==> src/rtl/slow_domain_bridge.sv <==
// slow_domain_bridge: fast-side FIFO feeding a slow domain one word per
// clock_slower period, all logic clocked by original_clock.
//
// Ports:
//   original_clock - sole clock, rising edge
//   reset_in       - asynchronous active-low reset
//   clock_slower   - divided clock, sampled as a level
//   in_valid/in_ready/in_data - fast-side producer handshake
//   slow_data/slow_valid      - word for the current slow period
//   slow_tick      - one-cycle pulse per detected slow falling edge
//   fifo_count     - current occupancy
//   ratio_err      - sticky period error (only with RATIO_CHECK_EN)
//
// Optional: define RATIO_CHECK_EN to add the slow period checker.
module slow_domain_bridge #(
   parameter int DATA_W = 32,
   parameter int DEPTH  = 8,
   parameter int RATIO  = 5
) (
   input  logic                     original_clock,
   input  logic                     reset_in,
   input  logic                     clock_slower,
   input  logic                     in_valid,
   output logic                     in_ready,
   input  logic [DATA_W-1:0]        in_data,
   output logic [DATA_W-1:0]        slow_data,
   output logic                     slow_valid,
   output logic                     slow_tick,
   output logic [$clog2(DEPTH):0]   fifo_count
`ifdef RATIO_CHECK_EN
   ,
   output logic                     ratio_err
`endif
);

   localparam int AW = $clog2(DEPTH);
   localparam logic [AW:0] FULL = (AW+1)'(DEPTH);

   logic [DATA_W-1:0] r_mem [DEPTH];
   logic [AW-1:0]     r_wr;
   logic [AW-1:0]     r_rd;
   logic [AW:0]       r_count;
   logic              r_slow_q;
   logic [DATA_W-1:0] r_slow_data;
   logic              r_slow_valid;
   logic              r_slow_tick;

   logic w_fall;
   logic w_push;
   logic w_pop;

   assign w_fall = r_slow_q & ~clock_slower;
   // Ready uses the pre-pop count, so a full FIFO refuses a push
   // even on the cycle a word leaves.
   assign in_ready = (r_count != FULL);
   assign w_push   = in_valid & in_ready;
   assign w_pop    = w_fall & (r_count != '0);

   assign slow_data  = r_slow_data;
   assign slow_valid = r_slow_valid;
   assign slow_tick  = r_slow_tick;
   assign fifo_count = r_count;

   // Storage carries no reset; occupancy and pointers define contents.
   always_ff @(posedge original_clock) begin
      if (w_push) begin
         r_mem[r_wr] <= in_data;
      end
   end

   always_ff @(posedge original_clock or negedge reset_in) begin
      if (!reset_in) begin
         r_wr    <= '0;
         r_rd    <= '0;
         r_count <= '0;
      end else begin
         if (w_push) begin
            r_wr <= r_wr + 1'b1;
         end
         if (w_pop) begin
            r_rd <= r_rd + 1'b1;
         end
         unique case ({w_push, w_pop})
            2'b10:   r_count <= r_count + 1'b1;
            2'b01:   r_count <= r_count - 1'b1;
            default: r_count <= r_count;
         endcase
      end
   end

   always_ff @(posedge original_clock or negedge reset_in) begin
      if (!reset_in) begin
         r_slow_q     <= 1'b0;
         r_slow_tick  <= 1'b0;
         r_slow_data  <= '0;
         r_slow_valid <= 1'b0;
      end else begin
         r_slow_q    <= clock_slower;
         r_slow_tick <= w_fall;
         // An empty FIFO at a fall keeps the old word but marks it stale.
         if (w_fall) begin
            r_slow_valid <= w_pop;
            if (w_pop) begin
               r_slow_data <= r_mem[r_rd];
            end
         end
      end
   end

`ifdef RATIO_CHECK_EN
   // A full slow period spans 2*RATIO cycles, so the counter cleared
   // at one fall reads 2*RATIO-1 at the next one.
   localparam int EXP_I = (2*RATIO-1 > 255) ? 255 : 2*RATIO-1;
   localparam logic [7:0] EXP_CNT = 8'(EXP_I);

   logic [7:0] r_per_cnt;
   logic       r_seen;
   logic       r_ratio_err;

   assign ratio_err = r_ratio_err;

   always_ff @(posedge original_clock or negedge reset_in) begin
      if (!reset_in) begin
         r_per_cnt   <= '0;
         r_seen      <= 1'b0;
         r_ratio_err <= 1'b0;
      end else if (w_fall) begin
         r_per_cnt <= '0;
         r_seen    <= 1'b1;
         if (r_seen && (r_per_cnt != EXP_CNT)) begin
            r_ratio_err <= 1'b1;
         end
      end else if (r_per_cnt != 8'hFF) begin
         r_per_cnt <= r_per_cnt + 8'd1;
      end
   end
`endif

endmodule

==> config.mk <==
export PLATFORM = sky130hd
export DESIGN_NAME = slow_domain_bridge
export DESIGN_NICKNAME = d
export VERILOG_FILES = /design/src/rtl/slow_domain_bridge.sv
export SDC_FILE = /design/constraint.sdc
export NUM_CORES = 1
export LEC_CHECK = 0
export BUFFER_PORTS_ARGS = -buffer_cell sky130_fd_sc_hd__buf_2
export CAP_MARGIN = 5
export CORE_MARGIN = 3
export CORE_UTILIZATION = 47
export CTS_BUF_LIST = sky130_fd_sc_hd__clkbuf_4
export CTS_CLUSTER_SIZE = 8
export DETAILED_ROUTE_END_ITERATION = 12
export PLACE_DENSITY = 0.69
export SYNTH_ARGS = -nofsm -noshare
export SYNTH_HDL_FRONTEND = slang
export SYNTH_SLANG_ARGS = --single-unit
==> constraint.sdc <==
create_clock -name original_clock -period 3.4 [get_ports original_clock]
set_clock_uncertainty 0.15 [all_clocks]
set_input_delay 0.17 -clock original_clock [delete_from_list [all_inputs] [get_ports original_clock]]
set_output_delay 0.17 -clock original_clock [all_outputs]
set_load 0.01 [all_outputs]
# After elaboration in Yosys (flattened, before gate mapping)
# Memory sizes are Yosys's and may differ from the RTL's. A register that Yosys moved wholly into a read port is not among the register bits.
# Cells that the tools add are included.
[totals]
ff_bits = 13
latchBits = 0
ramBits = 256
romBits = 0
in_bits = 36
out_inout_bits = 39
wordCells = 25
mem_count = 1
[op_classes]
n_addsub = 4
multipliers = 0
n_div = 0
magnitude_cmp = 0
n_eq_ne = 3
shifts = 0
n_mux = 3
bitwise = 4
reduce_logical = 4
[memory_table]
columns = ["memory", "depth", "word_bits", "read_ports", "rd_clocked_by_memory_dff", "wr", "line", "source"]
rows = [
  ["r_mem", 8, 32, 1, 1, 1, "39", "logic [DATA_W-1:0] r_mem [DEPTH];"],
]
[ops]
columns = ["cell", "count"]
rows = [
  ["case mux 4 bit (2 select lines)", 1],
  ["adder 3 x 1 -> 3 bit, second input constant", 2],
  ["adder 4 x 1 -> 4 bit, second input constant", 1],
  ["!= test 4 bit, second input constant", 1],
  ["nonzero test 4 bit", 1],
  ["subtractor 4 x 1 -> 4 bit, second input constant", 1],
  ["AND 1 bit", 3],
  ["equality test 2 x 1 -> 1 bit, second input constant", 1],
  ["equality test 2 bit, second input constant", 1],
  ["2-to-1 mux 1 bit", 2],
  ["AND reduction 2 bit", 1],
  ["nonzero test 2 bit", 1],
  ["zero test 1 bit", 1],
  ["NOT 1 bit", 1],
]

# Depth between registers and ports, before layout
[logic_depth]
depth_word = 5
mapped_depth = 13
depth_no_buf = 11

# Worst setup path after synthesis
# Ideal clock, no wire load.
[synth_path]
path_kind = "flip-flop to flip-flop"
from = "register r_count[3], in the netlist fifo_count[3]"
to = "memory r_mem[0][0], enable pin"
setup_ns = 0.461
arrival_time_ns = 3.205
required_time_ns = 2.789
setup_slack_ns = -0.416
path_stages_with_launch = 5
n_path_buf = 0
period_less_slack_ns = 3.816
path_cell_list = "dfrtp_1 -> or4b_4 -> nand2_4 -> or2_4 -> nor3_1"
[synth_between]
elab_chain_len = 4
[synth_rtl]
columns = ["element", "line", "source"]
rows = [
  ["from (decl)", "42", "logic [AW:0] r_count;"],
  ["from (signal assigned)", "84", "2'b10: r_count <= r_count + 1'b1;"],
  ["from (signal assigned)", "85", "2'b01: r_count <= r_count - 1'b1;"],
  ["from (signal assigned)", "86", "default: r_count <= r_count;"],
  ["!= test 4 bit", "55", "assign in_ready = (r_count != FULL);"],
  ["named net in_ready", "24", "output logic in_ready,"],
  ["AND 1 bit", "56", "assign w_push = in_valid & in_ready;"],
  ["2-to-1 mux 1 bit", "66", "if (w_push) begin"],
  ["2-to-1 mux 1 bit (not written as such)", "67", "r_mem[r_wr] <= in_data;"],
  ["to (decl)", "39", ""],
]
# The timed path passes the listed nets, and every way through them passes these cells.

# Worst setup path in the final report
[layout_path]
from = "register r_count[2], in the netlist fifo_count[2]"
to = "register r_count[2], in the netlist fifo_count[2]"
[layout_between]
elab_chain_len = 4
elab_cells_between_ends = 10
cone_classes = "2 x add/sub; 3 x eq/ne; 1 x mux; 2 x bitwise; 2 x reduce/logical"
[layout_rtl]
columns = ["element", "line", "source"]
rows = [
  ["!= test 4 bit or nonzero test 4 bit (tied branches)", "55, 57", ""],
  ["AND 1 bit (on tied branches)", "56, 57", ""],
  ["equality test 2 x 1 -> 1 bit or equality test 2 bit (tied branches)", "83", "unique case ({w_push, w_pop})"],
  ["case mux 4 bit (2 select lines) or nonzero test 2 bit (tied branches)", "--", ""],
]
# Parallel ways exist; a longest one is shown, timed or not.
# A chain may end at the register's enable or synchronous reset.

==> impl_metrics.tcl <==
set metrics [dict create \
    outcome "completed" \
    cts_sinks 301 \
    slew_headroom 0.2296 \
    end_kind "flip-flop" \
    synthArstFlopShare 0.1495 \
    slowest_delay_ps 610 \
    drive_gt1_frac 0.2503 \
    post-cts-setup-buffers 0 \
    p_clk_frac 0.258 \
    ant_nets 0 \
    start_util 0.4858 \
    core.rowCount 56 \
    postLayoutCellArea_mm2 0.01367 \
    htreeDepth 3 \
    core-area_mm2 0.02389 \
    tns_ps 0 \
    cp_num_buf_inv 0 \
    seqPwrFrac 0.472 \
    synth_fa_ha_area_frac 0.005390 \
    grt_antenna_before_repair 1 \
    start_kind "flip-flop" \
    drt_iter0_drc 452 \
    synth_xor_area_frac 0.006036 \
    grt_pass1_wl_um 36670 \
    synth_compound_area_frac 0.04312 \
    path_class "reg2reg" \
    fin_crit_sh 0.7678 \
    hold_viol 0 \
    die_y_um 163.2 \
    crit_chain "or4b_4 -> nand2_4 -> ha_1 -> xor2_1 -> ha_1 -> a21oi_1 -> xor2_1 -> nor2_1 -> xor2_1" \
    cts_tree "built" \
    maxSlewViolCount 0 \
    cts_root_buffer "clkbuf_4" \
    setup_viol 0 \
    synth_ff_type "edfxtp_1" \
    ys.warnings.count 0 \
    n_fill_cell 1827 \
    syn-num-nets 725 \
    tightestPinTransition_ps 1153 \
    syn_inst 684 \
    crit_fanout 7 \
    combPwrFrac 0.270 \
    crit_path_top_delay_cell "or4b_4" \
    crit_required_ps 3770 \
    ys_seq_area_frac 0.7593 \
    synth_edf_count 256 \
    nets 891 \
    clk_pin_slew_ps 60 \
    vias 6421 \
    syn-mean-instance-area_um2 16.97 \
    cap_violations 0 \
    die_w_um 163.2 \
    dp.final_hpwl_um 12670 \
    dr.pass1.iters 5 \
    p_sw_mw 3.500 \
    grt_pass1_vias 6970 \
    place_area_mm2 0.01238 \
    syn_to_final_growth_pct 17.79 \
    grt_usage 0.1797 \
    io_pins 75 \
    cts-buffers-inserted 74 \
    hold_buffers 37 \
    clk_latency_ps 660 \
    fmax_mhz 383.1 \
    synth_top_family_by_area "multiplexers" \
    post_cts_resized 0 \
    routed_wl_um 23300 \
    place_congestion 0.7888 \
    max-vdd-ir-drop_mv 0.3291 \
    p_leak_nw 5.307 \
    regArea_mm2 0.008817 \
    cpMostUsedCell "xor2_1" \
    syn_area_mm2 0.01161 \
    p_int_mw 7.490 \
    hp-class "in2async" \
    ys_types 31 \
    p_per_area_mw_per_mm2 803.8 \
    synth-simple-area-share 0.05163 \
    multi_input_area_mm2 0.002618 \
    via_per_inst 5.233 \
    grt_max_degree 59 \
    clockBufferDepth 3 \
    die_area_mm2 0.02662 \
    critical_path_arrival_ps 2980 \
    layout_min_cycle_time_ps 2610 \
    swShare 0.3185 \
    overflow 0 \
    finalPower_mw 10.99 \
    wl_per_cell_um 18.99 \
    critical-path-top-delay-family "simple AND/OR/NAND/NOR gates" \
    port_buffers 74 \
    synthMuxAreaShare 0.1126 \
    rsz0062_at_grt "no" \
    ys_ff_latch 301 \
    route.detailed.drc 0 \
]
layer usage:
layer / vias to the layer above / global-route usage / wire length [um]
li1: 3010 / - / -
met4: 0 / 0.07843 / 530
met1: 3164 / 0.2222 / 9607
met2: 200 / 0.3062 / 11770
met5: - / 0 / 0
met3: 47 / 0.03830 / 1393
synth_stat cells, types with 4 or more instances:
cell      count  share of area
buf_2        17         0.0073
a22oi_1      64          0.041
nand2_1      73          0.024
edfxtp_1    256           0.66
xor2_1        4         0.0030
nor2_1        8         0.0026
nand2b_1      4         0.0022
mux2i_1     128           0.11
buf_6         7         0.0068
dfrtp_1      45          0.097
nand3_1      34          0.015
ha_1          5         0.0054
xnor2_1       4         0.0030
buf_4         8         0.0052
clkbuf_1      6         0.0019
power groups by stage:
stage | logic, mW | registers [mW] | clock network [mW]
3_3_place_gp | 2.87 | 5.21 | 0
2_1_floorplan | 2.10 | 5.14 | 0
4_1_cts | 3.01 | 5.19 | 2.92
5_1_grt | 3.24 | 5.27 | 3.13
3_5_place_dp | 2.96 | 5.26 | 0
6_report | 2.96 | 5.19 | 2.84
cell families (layout without fill, tap and decap cells):
family / after synthesis / count (layout)
muxes: 130 / 130
xor gates and xnor gates: 8 / 8
and+or+nand+nor: 132 / 132
DFF: 301 / 301
other: 0 / 1
AOI/OAI and AO/OA: 68 / 68
buffers and inverters: 40 / 263
adders and majority gates: 5 / 5
area by class of cell:
class	count	area share
inverter	2	0.0005491
antenna	1	0.0001830
clock inverter	21	0.005949
tap	319	0.02919
sequential	301	0.6449
timing repair buffer	128	0.06626
clock buffer	112	0.06150
multi-input combinational	343	0.1915
metrics by stage:
| step | util | setup WS [ps] | instances | hold slack, ps |
|---|---|---|---|---|
| after floorplan | - | 464.4 | 684 | -275.6 |
| after global placement | 0.5180 | 921.8 | 1056 | -71.44 |
| after detailed placement | 0.5180 | 763.5 | 1056 | -68.04 |
| after CTS | 0.5721 | 736.2 | 1226 | 63.58 |
| after global routing | 0.5722 | 623.2 | 1227 | 91.09 |
| final | 0.5722 | 789.5 | 1227 | 77.45 |
registers in the layout, summed over array words and instances (netlist names):
| signal | cells |
|---|---|
| slow_valid | 1 |
| slow_data | 32 |
| slow_tick | 1 |
| r_mem | 256 |
| r_wr | 3 |
| r_rd | 3 |
| r_slow_q | 1 |
| fifo_count | 4 |
tightest hold or removal path, cell delays in order:
cell and delay [ps]:
dlygate4sd3_1 550, buf_2 140, buf_4 450
placed cells by master, fill, tap and decap left out, drive strengths merged, types with 2 or more instances in the layout:
| cell type | synthesis | final |
|---|---|---|
| a21oi | 2 | 2 |
| a22oi | 64 | 64 |
| buf | 32 | 91 |
| clkbuf | 6 | 112 |
| clkinv | 0 | 19 |
| dfrtp | 45 | 45 |
| dlygate4sd3 | 0 | 37 |
| edfxtp | 256 | 256 |
| ha | 5 | 5 |
| inv | 2 | 4 |
| mux2 | 2 | 2 |
| mux2i | 128 | 128 |
| nand2 | 74 | 74 |
| nand2b | 4 | 4 |
| nand3 | 34 | 34 |
| nor2 | 8 | 8 |
| nor2b | 3 | 3 |
| nor3 | 2 | 2 |
| o21ai | 2 | 2 |
| xnor2 | 4 | 4 |
| xor2 | 4 | 4 |
worst paths after layout:
kind | start | to | slack (ps) | depth (start not counted)
worst max-delay path | fifo_count[2]$_DFFE_PN0P_ | fifo_count[2]$_DFFE_PN0P_ | 790 | 9
worst min-delay path | reset_in | slow_data[7]$_DFFE_PN0P_ | 80 | 3
worst max register to register | fifo_count[2]$_DFFE_PN0P_ | fifo_count[2]$_DFFE_PN0P_ | 790 | 9
worst min register to register | slow_data[5]$_DFFE_PN0P_ | slow_data[5]$_DFFE_PN0P_ | 320 | 2
max in group asynchronous | reset_in | r_rd[0]$_DFFE_PN0P_ | 2160 | 3
min in group original_clock | in_data[30] | r_mem[3][30]$_DFFE_PP_ | 180 | 2
(Power assumes the default switching activity.)
